### src/rtl/serial_pkg.sv
// Shared definitions for the bit-serial adder: FSM state encoding and default width.
package serial_pkg;

  typedef enum logic [1:0] {
    IDLE = 2'd0,
    RUN  = 2'd1,
    DONE = 2'd2
  } state_t;

  localparam int DEFAULT_WIDTH = 8;

endpackage

### src/rtl/fa_bit.sv
// One-bit full adder slice; purely combinational.
module fa_bit (
  input  logic i_a,
  input  logic i_b,
  input  logic i_ci,
  output logic o_s,
  output logic o_co
);

  assign o_s  = i_a ^ i_b ^ i_ci;
  assign o_co = (i_a & i_b) | (i_a & i_ci) | (i_b & i_ci);

endmodule

### src/rtl/serial_adder.sv
// Bit-serial WIDTH-bit adder: one sum bit per clock through a single full-adder slice.
// Start accepted at edge T gives done in the cycle after edge T+WIDTH; next accept at T+WIDTH+2.
module serial_adder
  import serial_pkg::*;
#(
  parameter int WIDTH = DEFAULT_WIDTH
) (
  input  logic             clk,
  input  logic             rst,
  input  logic             start,
  input  logic [WIDTH-1:0] a,
  input  logic [WIDTH-1:0] b,
  input  logic             cin,
  output logic             busy,
  output logic             done,
  output logic [WIDTH-1:0] sum,
  output logic             cout
);

  localparam int CW = $clog2(WIDTH + 1);

  state_t           r_state;
  state_t           w_state_nxt;
  logic [WIDTH-1:0] r_op_a;
  logic [WIDTH-1:0] r_op_b;
  logic [WIDTH-1:0] r_sum;
  logic [CW-1:0]    r_cnt;
  logic             r_carry;
  logic             r_cout;
  logic             r_busy;
  logic             r_done;
  logic             w_s;
  logic             w_co;
  logic             w_last;

  fa_bit u_fa (
    .i_a  (r_op_a[0]),
    .i_b  (r_op_b[0]),
    .i_ci (r_carry),
    .o_s  (w_s),
    .o_co (w_co)
  );

  assign w_last = (r_cnt == CW'(WIDTH - 1));

  always_comb begin
    w_state_nxt = r_state;
    case (r_state)
      IDLE:    if (start) w_state_nxt = RUN;
      RUN:     if (w_last) w_state_nxt = DONE;
      DONE:    w_state_nxt = IDLE;
      default: w_state_nxt = IDLE;
    endcase
  end

  // busy/done come straight from flops fed by the next-state decode.
  always_ff @(posedge clk) begin
    if (rst) begin
      r_state <= IDLE;
      r_busy  <= 1'b0;
      r_done  <= 1'b0;
    end else begin
      r_state <= w_state_nxt;
      r_busy  <= (w_state_nxt == RUN) || (w_state_nxt == DONE);
      r_done  <= (w_state_nxt == DONE);
    end
  end

  always_ff @(posedge clk) begin
    if (rst) begin
      r_op_a  <= '0;
      r_op_b  <= '0;
      r_sum   <= '0;
      r_cnt   <= '0;
      r_carry <= 1'b0;
      r_cout  <= 1'b0;
    end else if (r_state == IDLE) begin
      if (start) begin
        r_op_a  <= a;
        r_op_b  <= b;
        r_carry <= cin;
        r_cnt   <= '0;
        r_sum   <= '0;
      end
    end else if (r_state == RUN) begin
      r_op_a  <= r_op_a >> 1;
      r_op_b  <= r_op_b >> 1;
      r_sum   <= {w_s, r_sum[WIDTH-1:1]};
      r_carry <= w_co;
      r_cnt   <= r_cnt + CW'(1);
      // cout only moves on the final bit so it holds through the run
      if (w_last) r_cout <= w_co;
    end
  end

  assign busy = r_busy;
  assign done = r_done;
  assign sum  = r_sum;
  assign cout = r_cout;

endmodule

### config.mk
export PLATFORM = sky130hd
export DESIGN_NAME = serial_adder
export DESIGN_NICKNAME = d
export VERILOG_FILES = /design/src/rtl/serial_pkg.sv /design/src/rtl/fa_bit.sv /design/src/rtl/serial_adder.sv
export SDC_FILE = /design/constraint.sdc
export NUM_CORES = 1
export LEC_CHECK = 0
export BUFFER_PORTS_ARGS = -buffer_cell sky130_fd_sc_hd__buf_2
export CAP_MARGIN = 25
export CORE_ASPECT_RATIO = 1.4
export CORE_MARGIN = 10
export CORE_UTILIZATION = 48
export CTS_CLUSTER_SIZE = 20
export DETAILED_ROUTE_END_ITERATION = 12
export GPL_ROUTABILITY_DRIVEN = 0
export GPL_TIMING_DRIVEN = 0
export MAX_ROUTING_LAYER = met4
export PLACE_DENSITY = 0.74
export SLEW_MARGIN = 40
export SYNTH_ARGS = -nofsm -noshare
export SYNTH_HDL_FRONTEND = slang
export SYNTH_HIERARCHICAL = 1
export SYNTH_SLANG_ARGS = --single-unit
### constraint.sdc
create_clock -name clk -period 1.2 [get_ports clk]
set_input_delay 0.12 -clock clk [delete_from_list [all_inputs] [get_ports clk]]
set_output_delay 0.12 -clock clk [all_outputs]
set_load 0.01 [all_outputs]
**After elaboration in Yosys (flattened, before gate mapping)**

Index checks and enable logic that the tools add are counted.

- $add $sub $neg: 1
- Multipliers: 0
- Div/mod/pow operators: 0
- Magnitude comparators: 0
- Eq/ne operators: 5
- Shift operators: 0
- Multiplexer cells: 18
- Bitwise gates (word level): 8
- Reduce and logical (&&, ||, !) cells: 5

Operators by type and width:

| cell | count |
|---|---|
| $mux 8 | 9 |
| $mux 4 | 3 |
| $add 4x1->4 const B | 1 |
| $eq 2x1->1 const B | 2 |
| $eq 4x3->1 const B | 1 |
| $mux 2 | 2 |
| $pmux 2 s2 | 1 |
| $and 1x1->1 | 3 |
| $mux 1 | 3 |
| $reduce_and 3->1 | 1 |
| $eq 2x2->1 const B | 1 |
| $logic_not 2->1 | 1 |
| $ne 2x2->1 const B | 1 |
| $or 1x1->1 | 2 |
| $reduce_and 2->1 | 1 |
| $reduce_bool 2->1 | 1 |
| $xor 1x1->1 | 2 |
| $logic_or 1x1->1 | 1 |
| $not 1->1 | 1 |

- Register bits: 34
- Bits in latches: 0
- RAM bits: 0
- Bits in read-only memories: 0
- Word-level logic and storage cells: 46
- Memories: 0

**Logic depth before layout (Yosys ltp)**

- Word-level depth: 5
- Gate-level depth with buffers: 5
- Mapped depth without buffers: 4

**Cells and area by module**

Netlist, hierarchy kept.

Modules (own cells, without submodules):

| module | instances | cells an instance | area an instance (um^2) | seq. area each (um^2) |
|---|---|---|---|---|
| serial_adder | 1 | 156 | 1524.0 | 680.7 |
| fa_bit | 1 | 1 | 20.0 | 0.0 |

**Least setup slack after synthesis**

Ideal clock, no wire load.

- Kind: flip-flop to flip-flop
- Start point: register r_state[1]
- End point: register r_busy (netlist: busy)
- Setup time: 67 ps
- Arrival: 1218 ps
- Data required time: 1133 ps
- Slack: -84 ps
- Cell stages (with the launch flop): 6
- Buffers on the path: 1
- Clock period less this slack: 1284 ps
- Cells stage by stage: dfxtp_1 > buf_6 > o21bai_2 > a31o_2 > ha_1 > nor2_1

- Longest elaborated chain between the ends: 4
- Elaborated cells on any way between the ends: 8
- Those cells by class: 3 x eq/ne; 3 x mux; 2 x reduce/logical

Ends and longest elaborated chain:

| element | RTL line | source |
|---|---|---|
| start: declaration | serial_adder.sv:22 | `state_t r_state;` |
| start signal: assignment | serial_adder.sv:63 | `r_state <= w_state_nxt;` |
| $eq 2x1->1 (tied with other cells) | serial_adder.sv:48 | `case (r_state)` |
| $pmux 2 s2 * | serial_adder.sv:48 |  |
| $eq 2x1->1 or $eq 2x2->1 (tied branches) | serial_adder.sv:64 | `r_busy <= (w_state_nxt == RUN) \|\| (w_state_nxt == DONE);` |
| $logic_or 1x1->1 * | serial_adder.sv:64 |  |
| end signal: assignment | serial_adder.sv:64 |  |
| end: declaration | serial_adder.sv:30 | `logic r_busy;` |

Mark *: on every way between the ends. The rest lies on a longest branch, timed or not.
A chain may end at the register's enable or synchronous reset.

**Final worst setup path**

Ends and elaborated chain as after synthesis.

==> run metrics <==
run status=complete, but fails checks; failing checks=negative setup slack; cell count after synthesis=157; CTS sink count=34; Worst Clk Skew=0.00660 ns; Top FF cell, synth=dfxtp_1; Initial DRT Pass Iterations=4; chip width=67.9 um; die area=5920 um2; DRC viols=0; Tot Pwr=2.52 mW; Post-synth EDFFs=0; io pins=31; synthesized area=1540 um2; routed wire length=4220 um; pre-CTS setup slack=-0.134 ns; f_max=0.783 GHz; Die Ht=87.1 um; type of destination of the critical path=flop; # fillers=253; largest net degree at the start of global routing=11; Worst-Margin Slew=0.740 ns; placed cell area=1770 um2; H-tree Lvls=2; Max Slew Vio Count=0; fin util=66.4%; via count=1,407; CTS max path bufs=2; Final setup viols=20; CTS root buffer=clkbuf_8; commonest cells in the netlist=dfxtp_1, nor2_1, nand2_1; Vias/cell=5.79; Yosys reg bits=34; count leader, synth=dfxtp_1; Max FO, Critical Path=6; hold buffers post-CTS=0; clk slew on worst S/H paths=0.07 ns; HPWL Detailed=2740 um; 1st-iter DRT viols=105; Hold Path Class=primary input to flop; Initial Utilization=49.9%; Post-DRT Antenna Nets=0; Tmin final=1.28 ns; row count=24; Pwr per Cell Area=1230 nW/um2; fin area=2050 um2; layout cells sized above 1=49.0%; Post-synth ARST share=0%; LEAKAGE=0.825 nW; Overall Global Routing Usage=13.8%; Congestion Overflow GR=0; Yosys top cell by area=dfxtp_1; Ys Warns=6; core area=3090 um2; RSZ-0062 raised after global routing=true; top-area cell type share of the netlist area=44.1%; CTS tree=done; worst-skew pair later-pin latency=0.29 ns; leading cell types by total area after synthesis=dfxtp_1, a311oi_2, nor2_1; syn avg cell area=9.83 um2; fraction of the cycle the final worst path needs=106%; WS Path Type=flop to flop; Final Hold Vio Count=0; total CTS buffers=5; Slew headroom=50.7%; WL per Instance=17.4 um; syn_nets=180; Peak VDD IR=1.05 mV; Setup crit start kind=flop; area growth from synthesis to layout=33.1%; Nets=226; max-cap viol count=0; crit path DAT=1.44 ns; Req. time, crit path=1.37 ns; Synth cell types=29; first-pass GRT wire length=6240 um; Ant. Diodes=0; setup TNS=-0.601 ns; Seq/Total Area, Yosys=44.1%; final worst setup slack=-0.0769 ns; vias in the first global route=1,378; initial antenna violation count=0; Port Buffers=29
## critical path, stage by stage (launching register included)
cell and delay [ns]:
dfxtp_2 0.34, buf_8 0.13, o21bai_4 0.18, a31o_4 0.22
ha_4 0.26, nor2_2 0.03
## where the power goes
| part | switching [mW] | internal, mW |
|---|---|---|
| Clock | 0.406 | 0.463 |
| Combinational | 0.219 | 0.197 |
| Sequential | 0.0450 | 1.19 |
| Total | 0.670 | 1.85 |
## path summary, 6_finish.rpt
kind | startpoint | end | slack (ns) | cells past startpoint
worst max-delay path | r_state[1] | busy | -0.08 | 5
worst min-delay path | a[7] | r_op_a[7] | 0.11 | 3
worst max register to register | r_state[1] | busy | -0.08 | 5
worst min register to register | cout | cout | 0.47 | 2
## layout make-up
type	count	area (um2)	share of cell area [%]
multi-input cells	110	876	42.6
flip-flops and latches	34	687	33.4
repair buffers	38	219	10.7
plain buffers	14	133	6.46
clock buffers	7	86.3	4.20
well taps	39	48.8	2.38
clock inverters	1	5.00	0.244
## timing repair
item                                   in CTS  in global routing
setup endpoints to repair                  24                 31
pin swaps                                  12                  6
resized for setup                          19                 20
buffers inserted                            1                  4
endpoints found under the hold margin       0                  0
gates cloned                                3                  2
## cells by family (layout without fill, tap and decap cells)
kind of cell | Yosys count | in the layout | synth area share, %
flops | 34 | 34 | 44.1
fa+ha+maj | 3 | 3 | 2.92
simple gates | 57 | 58 | 17.8
mux | 2 | 2 | 1.30
buf+inv | 14 | 60 | 6.08
compound gates | 47 | 47 | 27.8
## through the flow
step	hold WS [ns]	instances
2_1_floorplan	0.279	157
3_3_place_gp	0.385	225
3_5_place_dp	0.397	225
4_1_cts	0.0996	237
5_1_grt	0.106	243
6_report	0.109	243
## sequential cells by signal, summed over array words and instances (netlist names), 2 cells and up
name     count
r_cnt        4
r_op_a       8
r_op_b       8
r_state      2
sum          8
## cells in the final DEF (no fill, tap or decap), drive strengths merged
master,Yosys,final
a31oi,1,1
a21oi,1,1
o21ba,1,1
nor2,30,31
o21ai,15,15
or3b,1,1
nand3,2,2
and3,1,1
mux2i,2,2
a311oi,16,16
clkinv,0,1
nand2,16,16
a31o,1,1
clkbuf,5,11
a32oi,2,2
ha,2,2
nor2b,4,4
a22oi,9,9
dfxtp,34,34
nand2b,3,3
o21bai,1,1
fa,1,1
buf,9,48
## layer usage
layer,vias to the layer above,track usage (%),routed length (um)
li1,659,-,-
met1,686,14.3,1680
met2,44,22.6,2160
met3,18,4.51,210
met4,0,6.97,163
met5,-,-,0
Power figures use the tool's default switching activity.
